File: src/rtl/picorv32_bus_bridge.sv
// ---------------------------------------------------------------------------
// picorv32_bus_bridge
//
// Registered bridge from the picorv32 native memory interface to the system
// Avalon-style bus. The bridge accepts one CPU request at a time. It drives
// registered bus outputs and holds them while the slave stalls. It returns a
// one-cycle mem_ready pulse. Bus error responses and waitrequest timeouts
// set a sticky error interrupt.
//
// Optional feature macro: PICORV32_BRIDGE_ERR_CAPTURE_EN
//   defined   : err_addr / err_code capture the first error since the last
//               err_clear (err_code = {timeout, bus_response})
//   undefined : err_addr / err_code are tied to 0
//
// Parameters
//   ADDR_W          bus_addr width (CPU address bits [ADDR_W-1:0] forwarded)
//   TIMEOUT_CYCLES  max stalled cycles per bus request, 0 disables timeout
//   ERR_RDATA       read data returned for errored or timed-out reads
//
// Ports
//   clk, rst_n                 clock, asynchronous active-low reset
//   mem_valid/instr/addr/
//   wdata/wstrb                CPU request (wstrb == 0 means read)
//   mem_ready, mem_rdata       CPU completion pulse and read data
//   bus_addr/read/write/
//   writedata/byteenable       registered bus request
//   bus_readdata/response/
//   waitrequest                bus slave reply
//   err_clear                  clears err_irq and capture registers
//   err_irq                    sticky error interrupt
//   err_addr, err_code         first-error capture
// ---------------------------------------------------------------------------
module picorv32_bus_bridge #(
    parameter int unsigned ADDR_W         = 32,
    parameter int unsigned TIMEOUT_CYCLES = 255,
    parameter logic [31:0] ERR_RDATA      = 32'hDEAD_BEEF
) (
    input  logic              clk,
    input  logic              rst_n,
    input  logic              mem_valid,
    input  logic              mem_instr,
    input  logic [31:0]       mem_addr,
    input  logic [31:0]       mem_wdata,
    input  logic [3:0]        mem_wstrb,
    output logic              mem_ready,
    output logic [31:0]       mem_rdata,
    output logic [ADDR_W-1:0] bus_addr,
    output logic              bus_read,
    output logic              bus_write,
    output logic [31:0]       bus_writedata,
    output logic [3:0]        bus_byteenable,
    input  logic [31:0]       bus_readdata,
    input  logic [1:0]        bus_response,
    input  logic              bus_waitrequest,
    input  logic              err_clear,
    output logic              err_irq,
    output logic [31:0]       err_addr,
    output logic [2:0]        err_code
);

    // A zero timeout still needs a one-bit counter to keep widths legal.
    localparam int unsigned CNT_W = (TIMEOUT_CYCLES == 0) ? 1 : $clog2(TIMEOUT_CYCLES + 1);
    localparam logic [CNT_W-1:0] CNT_MAX  = CNT_W'(TIMEOUT_CYCLES);
    // Counter value seen during the stalled cycle that brings it to CNT_MAX.
    localparam logic [CNT_W-1:0] CNT_LAST = CNT_W'((TIMEOUT_CYCLES == 0) ? 0 : TIMEOUT_CYCLES - 1);

    typedef enum logic [1:0] {
        IDLE = 2'd0,
        BUS  = 2'd1,
        DONE = 2'd2
    } state_t;

    state_t            state_reg, state_next;
    logic              accept, complete, time_out, err_event;

    logic [ADDR_W-1:0] bus_addr_reg;
    logic              bus_read_reg;
    logic              bus_write_reg;
    logic [31:0]       bus_writedata_reg;
    logic [3:0]        bus_byteenable_reg;
    logic [31:0]       mem_rdata_reg;
    logic              mem_ready_reg;
    logic [CNT_W-1:0]  cnt_reg;
    logic              err_irq_reg;

    // ------------------------------------------------------------------
    // Next-state logic
    // ------------------------------------------------------------------
    always_comb begin
        state_next = state_reg;
        accept     = 1'b0;
        complete   = 1'b0;
        time_out   = 1'b0;
        case (state_reg)
            IDLE: begin
                if (mem_valid) begin
                    accept     = 1'b1;
                    state_next = BUS;
                end
            end
            BUS: begin
                // A cycle with waitrequest low always completes, so completion
                // wins over a timeout that would fall in the same cycle.
                if (!bus_waitrequest) begin
                    complete   = 1'b1;
                    state_next = DONE;
                end else if ((TIMEOUT_CYCLES != 0) && (cnt_reg == CNT_LAST)) begin
                    time_out   = 1'b1;
                    state_next = DONE;
                end
            end
            DONE: begin
                state_next = IDLE;
            end
            default: begin
                state_next = IDLE;
            end
        endcase
    end

    assign err_event = (complete && bus_response[1]) || time_out;

    always_ff @(posedge clk or negedge rst_n) begin
        if (!rst_n) begin
            state_reg <= IDLE;
        end else begin
            state_reg <= state_next;
        end
    end

    // ------------------------------------------------------------------
    // Datapath registers
    // ------------------------------------------------------------------
    always_ff @(posedge clk or negedge rst_n) begin
        if (!rst_n) begin
            bus_addr_reg       <= '0;
            bus_read_reg       <= 1'b0;
            bus_write_reg      <= 1'b0;
            bus_writedata_reg  <= '0;
            bus_byteenable_reg <= '0;
            mem_rdata_reg      <= '0;
            mem_ready_reg      <= 1'b0;
            cnt_reg            <= '0;
            err_irq_reg        <= 1'b0;
        end else begin
            mem_ready_reg <= complete || time_out;

            if (accept) begin
                bus_addr_reg       <= {mem_addr[ADDR_W-1:2], 2'b00};
                bus_writedata_reg  <= mem_wdata;
                bus_byteenable_reg <= (mem_wstrb == 4'h0) ? 4'hF : mem_wstrb;
                bus_read_reg       <= (mem_wstrb == 4'h0);
                bus_write_reg      <= (mem_wstrb != 4'h0);
                cnt_reg            <= '0;
            end

            // Saturating stall counter; the FSM leaves BUS before it could wrap.
            if ((state_reg == BUS) && bus_waitrequest && (cnt_reg != CNT_MAX)) begin
                cnt_reg <= cnt_reg + 1'b1;
            end

            if (complete || time_out) begin
                bus_read_reg  <= 1'b0;
                bus_write_reg <= 1'b0;
                // bus_read_reg is still set here, so it identifies the access
                // type. Writes leave mem_rdata untouched.
                if (bus_read_reg) begin
                    mem_rdata_reg <= (time_out || bus_response[1]) ? ERR_RDATA : bus_readdata;
                end
            end

            if (err_event) begin
                err_irq_reg <= 1'b1;
            end else if (err_clear) begin
                err_irq_reg <= 1'b0;
            end
        end
    end

    assign bus_addr       = bus_addr_reg;
    assign bus_read       = bus_read_reg;
    assign bus_write      = bus_write_reg;
    assign bus_writedata  = bus_writedata_reg;
    assign bus_byteenable = bus_byteenable_reg;
    assign mem_rdata      = mem_rdata_reg;
    assign mem_ready      = mem_ready_reg;
    assign err_irq        = err_irq_reg;

    // ------------------------------------------------------------------
    // First-error capture
    // ------------------------------------------------------------------
`ifdef PICORV32_BRIDGE_ERR_CAPTURE_EN
    logic [31:0] addr_lat_reg;
    logic [31:0] err_addr_reg;
    logic [2:0]  err_code_reg;

    always_ff @(posedge clk or negedge rst_n) begin
        if (!rst_n) begin
            addr_lat_reg <= '0;
            err_addr_reg <= '0;
            err_code_reg <= '0;
        end else begin
            // Full CPU address is kept, including bits above ADDR_W.
            if (accept) begin
                addr_lat_reg <= mem_addr;
            end
            // A clear coinciding with a new error leaves err_irq set, so the
            // new error becomes the captured one.
            if (err_event && (!err_irq_reg || err_clear)) begin
                err_addr_reg <= addr_lat_reg;
                err_code_reg <= {time_out, (time_out ? 2'b00 : bus_response)};
            end else if (err_clear) begin
                err_addr_reg <= '0;
                err_code_reg <= '0;
            end
        end
    end

    assign err_addr = err_addr_reg;
    assign err_code = err_code_reg;
`else
    assign err_addr = '0;
    assign err_code = '0;
`endif

    // Inputs that carry no information in some configurations.
    logic unused_inputs;
    assign unused_inputs = &{1'b0, mem_instr, mem_addr[1:0], bus_response[0]};

    generate
        if (ADDR_W < 32) begin : g_upper_addr
            logic unused_upper_addr;
            assign unused_upper_addr = &{1'b0, mem_addr[31:ADDR_W]};
        end
    endgenerate

endmodule

File: config.mk
export PLATFORM = sky130hd
export DESIGN_NAME = picorv32_bus_bridge
export DESIGN_NICKNAME = d
export VERILOG_FILES = /design/src/rtl/picorv32_bus_bridge.sv
export SDC_FILE = /design/constraint.sdc
export NUM_CORES = 1
export LEC_CHECK = 0
export CORE_AREA = 2 2 95 134
export DETAILED_ROUTE_END_ITERATION = 16
export DIE_AREA = 0 0 97 136
export PLACE_DENSITY = 0.8
export SLEW_MARGIN = 10
export SYNTH_ARGS = -nofsm -noshare
export SYNTH_HDL_FRONTEND = slang
export SYNTH_SLANG_ARGS = --single-unit
File: constraint.sdc
create_clock -name clk -period 2 [get_ports clk]
set_clock_uncertainty 0.2 [all_clocks]
set_input_delay 0.4 -clock clk [delete_from_list [all_inputs] [get_ports clk]]
set_output_delay 0.4 -clock clk [all_outputs]
set_load 0.02 [all_outputs]
# --- Word-level counts from Yosys, hierarchy flattened ---
# Index checks and enable logic that the tools add are counted.
totals:
  reg_bits: 112
  latch_bits: 0
  mem_bits_rw: 0
  rom_bits: 0
  output_inout_bits: 139
  wordCells: 51
  memories: 0
classes:
  addsub: 1
  n_mul: 0
  div: 0
  magnitude_cmp: 0
  eq_ne: 5
  n_shift: 0
  muxes: 21
  bitwise_logic: 0
  n_reduce_logical: 14
ops:
  columns: ["cell", "count"]
  rows:
  - ["$mux W32", 1]
  - ["$mux W8", 2]
  - ["$mux W1", 13]
  - ["$add A8 B1 Y8 const B", 1]
  - ["$eq A8 B8 Y1 const B", 1]
  - ["$ne A8 B8 Y1 const B", 1]
  - ["$mux W2", 3]
  - ["$reduce_bool A2 Y1", 3]
  - ["$logic_not A4 Y1", 1]
  - ["$mux W4", 1]
  - ["$pmux W2 S2", 1]
  - ["$reduce_and A2 Y1", 2]
  - ["$reduce_bool A4 Y1", 1]
  - ["$logic_and A1 B1 Y1", 3]
  - ["$logic_or A1 B1 Y1", 3]
  - ["$ne A3 B3 Y1 const B", 1]
  - ["$eq A2 B1 Y1 const B", 1]
  - ["$logic_not A2 Y1", 1]
  - ["$ne A2 B2 Y1 const B", 1]

# --- Logic depth before layout (Yosys ltp) ---
# Gate-level depths: netlist of run 1.
logic_depth:
  word_depth: 6
  depth_mapped: 6
  mapped_depth_nobuf: 5

# --- Least setup slack after synthesis of run 1 ---
# Ideal clock, no wire load.
synth_timing:
  path_type: "register to register"
  startpoint: "register state_reg[1]"
  endpoint: "register mem_rdata_reg[10], in the netlist mem_rdata[10]"
  setup_ns: 0.121
  arrival_time_ns: 1.494
  required_time_ns: 1.679
  path_slack_ns: 0.185
  stages_incl_launch_ff: 7
  synth_period_minus_slack_ns: 1.815
  path_cell_list: "dfrtp_1 > and2b_2 > nand2_2 > or3_1 > buf_2 > buf_6 > o22a_1"
synth_between:
  elab_chain_len: 4
  word_cells_on_any_way: 7
synth_lines:
  columns: ["item", "line", "rtl"]
  rows:
  - ["start, declared", "73", "state_t state_reg, state_next;"]
  - ["start signal, assigned", "127", "state_reg <= state_next;"]
  - ["$eq A2 B1 Y1 (*)", "94", "case (state_reg)"]
  - ["$mux W1", "94", null]
  - ["$logic_or A1 B1 Y1, on equally long branches", "168, 162", null]
  - ["$mux W32 or $reduce_and A2 Y1 (tied branches)", null, null]
  - ["end signal, assigned", "168", "mem_rdata_reg <= (time_out || bus_response[1]) ? ERR_RDATA : bus_readdata;"]
  - ["end, declared", "81", "logic [31:0] mem_rdata_reg;"]
# Mark *: on every way between the ends. The rest lies on a longest branch, timed or not.
# A chain may end at the register's enable or synchronous reset.

# --- Worst setup path after layout of run 1 ---
layout_timing:
  startpoint: "register bus_read_reg, in the netlist bus_read"
  endpoint: "output port bus_read"
layout_lines:
  columns: ["item", "line", "rtl"]
  rows:
  - ["start, declared", "77", "logic bus_read_reg;"]
  - ["start signal, assigned", "152", "bus_read_reg <= (mem_wstrb == 4'h0);"]
  - ["end, declared", "48", "output logic bus_read,"]
# No word-level cell between the ends.

==> impl_metrics.py, run 1 <==
metrics = {
    "run_status": {
        "status": "finished, final reports clean",
    },
    "synthesis": {
        "yosysTopAreaCell": "dfrtp_1",
        "synth_edf_count": 0,
        "synthDistinctLibCells": 38,
        "async_flop_share_pct": 100.0,
        "yosysMostFrequentCell": "nand2_1",
        "yosysWarnings": 0,
        "synthTopCellsByArea": "dfrtp_1 61%, nand2_1 16%, buf_4 6.4%, o22a_1 5.3%, a22o_1 1.5%",
        "syn_area_per_cell_um2": 10.19,
        "synth_commonest_cells": "193 x nand2_1, 112 x dfrtp_1, 39 x buf_4",
        "syn_inst": 451,
        "synth_top_area_share_pct": 61.00,
        "syn_area_um2": 4594,
        "ys_seq_elements": 112,
        "synth_ff_type": "dfrtp_1",
        "ys_seq_area_share_pct": 61.00,
    },
    "power": {
        "leakagePower_nw": 3.232,
        "seq_power_share_pct": 38.4,
        "p_sw_w": 0.003279,
        "clkPwrFrac_pct": 18.7,
        "finalPower_w": 0.009078,
        "power.internal_w": 0.005799,
        "p_per_area_nw_per_um2": 1282,
        "p_comb_share_pct": 42.9,
        "ir_worst_vdd_v": 0.0006718,
        "swShare_pct": 36.12,
    },
    "sta": {
        "period_share_pct": 97.51,
        "max_freq_mhz": 512.8,
        "hold_viol": 0,
        "rsz0062_at_grt": "false",
        "setup_viol": 0,
        "worstMarginPinSlew_ps": 602.5,
        "post-route-min-period_ps": 1950,
        "relSlewSlack_pct": 59.83,
        "finalMaxSlewViolations": 0,
    },
    "critical_path": {
        "cp_data_arrival_time_ps": 1350,
        "r2r_slack_ps": 80,
        "cp.depth": 1,
        "r2r_cells": 5,
        "cp_num_buf_inv": 1,
        "cp-end-kind": "output pin",
        "crit_start": "bus_read",
        "max_stage_delay_ps": 620,
        "start_kind": "flop",
        "slowest_stage": "clkdlybuf4s50_1",
        "r2r-start": "state_reg[1]",
        "cp.required_ps": 1400,
        "crit_type": "flop to output pin",
        "path_cells": "clkdlybuf4s50_1",
        "path_max_fanout": 3,
        "cp_top_family": "buffers and inverters",
        "regToRegEndpoint": "mem_rdata[21]",
    },
    "cts": {
        "clock_latency_ps": 330,
        "h-tree-depth": 3,
        "cts-root-buf": "clkbuf_16",
        "clk_path_buf_depth": 2,
        "cts_tree": "built",
        "cts_buffers": 9,
        "cts.sinks": 112,
        "path_clk_slew_ps": 70,
    },
    "job": {
        "maxCapViolCount": 0,
    },
    "min_path": {
        "hp-class": "flop to flop",
        "hp-start": "bus_writedata[20]",
        "min_delay_worst_endpoint": "bus_writedata[20]",
        "hold_depth": 2,
    },
    "place": {
        "dp.cells": 802,
        "portBuffers": 205,
        "place_hpwl_um": 8885,
        "finalWeightedCongestion": 0.8157,
    },
    "layout": {
        "nFillCells": 981,
        "antenna_cells": 0,
        "finalNonFillerCells": 821,
        "seq_area_um2": 2804,
        "drive_gt1_share_pct": 6.259,
        "final_nets": 776,
        "multiInputGateArea_um2": 1563,
        "syn_to_final_growth_pct": 54.08,
    },
    "drt": {
        "first_pass_iters": 4,
        "drt_iter0_markers": 107,
        "drt-total-wl_um": 12110,
        "vias": 3838,
        "ant_nets": 0,
        "drc": 0,
        "wl_per_cell_um": 14.75,
        "vias_per_cell": 4.675,
    },
    "floorplan": {
        "chipWidth_um": 97,
        "ios": 247,
        "coreArea_um2": 12070,
        "rows": 48,
        "die_area_um2": 13190,
        "start_util_pct": 38.06,
        "die_h_um": 136,
    },
    "global_routing": {
        "gr-total-overflow": 0,
        "grt_pass1_vias": 3770,
        "antenna_found_initial": 0,
        "grt_pass1_wl_um": 19020,
        "grtUsageTotal_pct": 17.83,
        "grt_max_degree": 113,
    },
}
cell families (layout without fill, tap and decap cells):
group / after synthesis / in the layout / synth area share, %
simple gates: 217 / 217 / 19.44
flops: 112 / 112 / 61.00
buf+inv: 60 / 243 / 8.469
compound gates: 57 / 58 / 10.08
fa+ha+maj: 2 / 2 / 0.5446
xor+xnor: 2 / 2 / 0.3813
other cells: 1 / 37 / 0.08162
power by group through the flow:
stage                     clock network [W]  registers (W)  logic [W]
after floorplan                           0        0.00441   0.000939
after global placement                    0        0.00349    0.00385
after detailed placement                  0        0.00352    0.00393
after CTS                           0.00177        0.00349    0.00394
after global routing                0.00185        0.00358    0.00416
final                               0.00169        0.00349    0.00390
layout by cell type, fill, tap and decap left out, drive strengths merged, types with 2 or more instances in the layout:
cell type	count
nor2	3
conb	37
o22a	28
o211ai	2
o21ai	6
buf	19
nand2	194
clkdlybuf4s50	203
a31oi	2
a211oi	2
nand3	6
clkinv	3
nand3b	2
a22o	8
ha	2
clkbuf	11
dfrtp	112
a21boi	2
nor3	3
a21oi	4
inv	5
per-layer routing:
metal | part of all wire (%) | GRT usage, %
met3 | 6.7 | 5.090
met4 | 1.6 | 5.008
met1 | 39 | 21.16
met5 | 0 | 0
met2 | 53 | 31.67
worst reg2reg max path, cell delays in order (launching register included):
cell and delay (ps):
dfrtp_2 450, and2b_2 240, nand2_2 140, or3_1 390, buf_12 180, o22a_1 210
layout make-up:
class | instances | share of cell area [%]
multi-input cells | 316 | 22.07
clock buffers | 11 | 3.429
flip-flops and latches | 112 | 39.61
clock inverters | 5 | 0.5656
inverters | 3 | 0.1591
well taps | 150 | 2.651
repair buffers | 224 | 31.51
stage by stage:
stage	hold slack (ps)	util, %	setup WS [ps]	setup TNS (ps)	area (um2)
floorplan	-95.59	-	184.5	0	4730
global placement	256.7	56.02	-52.17	-517.6	6763
detailed placement	261.3	56.02	-154.0	-2353	6763
CTS	278.8	58.58	18.45	0	7072
global route	296.0	58.64	1.676	0	7079
finish	275.9	58.64	49.82	0	7079
what timing repair did:
| item | 4_1_cts | 5_1_grt |
|---|---|---|
| endpoints found under the hold margin | 112 | 0 |
| hold buffers | 1 | 0 |
| buffers inserted | 0 | 1 |
| gates cloned | 1 | 0 |
| setup endpoints to repair | 25 | 24 |
| pin swaps | 1 | 0 |
| resized for setup | 3 | 0 |
how the worst max path moves through the flow:
stage	slack [ps]	end
after floorplan	180	mem_rdata[10]
after CTS	20	mem_rdata[21]
final	50	bus_read
after detailed placement	-150	cnt_reg[7]
after global routing	2	bus_read
after global placement	-50	cnt_reg[7]
Note: power is estimated with default switching activity, not from simulation.
==> inputs of run 2 (changes only) <==
--- a/config.mk
+++ b/config.mk
@@ -5,9 +5,10 @@
 export SDC_FILE = /design/constraint.sdc
 export NUM_CORES = 1
 export LEC_CHECK = 0
-export CORE_AREA = 2 2 95 134
+export CAP_MARGIN = 15
+export CORE_AREA = 2 2 129 99
 export DETAILED_ROUTE_END_ITERATION = 16
-export DIE_AREA = 0 0 97 136
+export DIE_AREA = 0 0 131 101
 export PLACE_DENSITY = 0.8
 export SLEW_MARGIN = 10
 export SYNTH_ARGS = -nofsm -noshare
==> impl_metrics.py, run 2 (synthesized netlist as in run 1, its figures left out) <==
metrics = {
    "run_status": {
        "status": "finished, final reports clean",
    },
    "power": {
        "finalPower_w": 0.009129,
        "ir_worst_vdd_v": 0.0006108,
        "leakagePower_nw": 3.258,
        "p_per_area_nw_per_um2": 1278,
    },
    "critical_path": {
        "start_kind": "flop",
        "crit_type": "flop to output pin",
        "path_max_fanout": 2,
        "cp.required_ps": 1400,
        "max_stage_delay_ps": 630,
        "slowest_stage": "clkdlybuf4s50_1",
        "cp_top_family": "buffers and inverters",
        "cp-end-kind": "output pin",
        "cp_data_arrival_time_ps": 1330,
        "path_cells": "clkdlybuf4s50_1",
        "cp_num_buf_inv": 1,
    },
    "global_routing": {
        "gr-total-overflow": 0,
        "grt_pass1_vias": 3758,
        "antenna_found_initial": 0,
        "grtUsageTotal_pct": 17.93,
        "grt_pass1_wl_um": 18630,
        "grt_max_degree": 113,
    },
    "floorplan": {
        "ios": 247,
        "die_area_um2": 13230,
        "start_util_pct": 38.15,
        "die_h_um": 101,
        "coreArea_um2": 12040,
        "rows": 35,
        "chipWidth_um": 131,
    },
    "cts": {
        "h-tree-depth": 3,
        "clk_path_buf_depth": 2,
        "cts-root-buf": "clkbuf_16",
        "cts_buffers": 9,
        "path_clk_slew_ps": 80,
        "clock_latency_ps": 340,
        "cts.sinks": 112,
        "cts_tree": "built",
    },
    "sta": {
        "worstMarginPinSlew_ps": 638.4,
        "finalMaxSlewViolations": 0,
        "hold_viol": 0,
        "rsz0062_at_grt": "false",
        "relSlewSlack_pct": 57.44,
        "period_share_pct": 96.53,
        "max_freq_mhz": 518.0,
        "post-route-min-period_ps": 1931,
        "setup_viol": 0,
    },
    "layout": {
        "antenna_cells": 0,
        "mostFrequentLayoutCells": "202 x clkdlybuf4s50_1, 192 x nand2_1, 112 x dfrtp_1, 37 x conb_1, 28 x o22a_1",
        "drive_gt1_share_pct": 6.278,
        "final_nets": 774,
        "final_common_cell": "clkdlybuf4s50_1",
        "syn_to_final_growth_pct": 55.47,
        "design_area_um2": 7143,
        "nFillCells": 1016,
    },
    "min_path": {
        "hp-class": "flop to flop",
    },
    "drt": {
        "vias_per_cell": 4.563,
        "drt_iter0_markers": 165,
        "drt-total-wl_um": 11920,
        "wl_per_cell_um": 14.27,
        "drc": 0,
        "vias": 3810,
        "first_pass_iters": 4,
        "ant_nets": 0,
    },
    "place": {
        "portBuffers": 205,
        "placement.cell_area_um2": 6785,
        "place_hpwl_um": 8521,
        "finalWeightedCongestion": 0.8125,
    },
    "job": {
        "maxCapViolCount": 0,
    },
}
==> run 2: repair_timing <==
| item | in CTS | in global routing |
|---|---|---|
| endpoints found under the setup margin | 24 | 26 |
| setup buffers | 0 | 2 |
| pin swaps | 1 | 1 |
| hold buffers | 1 | 0 |
| hold endpoints to repair | 112 | 0 |
| gates resized for setup | 1 | 4 |
| cloned | 1 | 0 |
==> run 2: worst paths after layout <==
check / startpoint / to / slack (ps) / cells past startpoint
max: mem_rdata[1] / mem_rdata[1] / 70 / 1
min: bus_addr[29] / bus_addr[29] / 270 / 2
max reg2reg: state_reg[0] / mem_rdata[25] / 90 / 5
min reg2reg: bus_addr[29] / bus_addr[29] / 270 / 2
max in group asynchronous: rst_n / bus_writedata[1] / 630 / 3
min in group asynchronous: rst_n / bus_writedata[0] / 440 / 3
==> run 2: cell type report <==
| class | count | area [um2] | share of cell area, % |
|---|---|---|---|
| Timing Repair Buffer | 222 | 2260 | 31.63 |
| Clock buffer | 10 | 239.0 | 3.346 |
| Tap cell | 166 | 207.7 | 2.908 |
| Inverter | 3 | 11.26 | 0.1576 |
| Multi-Input combinational cell | 316 | 1573 | 22.02 |
| Sequential cell | 112 | 2803 | 39.24 |
| Clock inverter | 6 | 50.05 | 0.7006 |
==> run 2: layer usage <==
metal / track usage, % / part of all wire, % / wire length, um
met5: 0 / 0 / 0
met4: 5.074 / 0.89 / 106
met3: 6.423 / 8.8 / 1053
met2: 29.69 / 49 / 5782
met1: 22.18 / 42 / 4975
==> run 2: where the power goes <==
group / total (W) / internal, W / switching (W)
logic: 0.00392 / 0.00189 / 0.00203
clock network: 0.00173 / 0.000901 / 0.000832
registers: 0.00348 / 0.00303 / 0.000446
total: 0.00913 / 0.00582 / 0.00331
==> run 2: metrics by stage <==
stage / TNS, ps / hold slack, ps / worst slack, ps / std cells / utilization (%)
floorplan: 0 / -95.59 / 184.5 / 487 / -
global placement: -1747 / 257.1 / -168.2 / 815 / 56.34
detailed placement: -4248 / 261.0 / -282.2 / 815 / 56.34
CTS: -544.4 / 280.0 / -48.20 / 833 / 58.94
global route: 0 / 292.6 / 5.841 / 835 / 59.31
finish: 0 / 274.3 / 69.37 / 835 / 59.31
==> inputs of run 3 (changes only) <==
--- a/config.mk
+++ b/config.mk
@@ -5,8 +5,9 @@
 export SDC_FILE = /design/constraint.sdc
 export NUM_CORES = 1
 export LEC_CHECK = 0
-export CAP_MARGIN = 15
+export CAP_MARGIN = 10
 export CORE_AREA = 2 2 129 99
+export CTS_BUF_LIST = sky130_fd_sc_hd__clkbuf_4 sky130_fd_sc_hd__clkbuf_8 sky130_fd_sc_hd__clkbuf_16
 export DETAILED_ROUTE_END_ITERATION = 16
 export DIE_AREA = 0 0 131 101
 export PLACE_DENSITY = 0.8
==> results of run 3 <==
The final DEF is identical to that of run 2; final timing and power are the same.
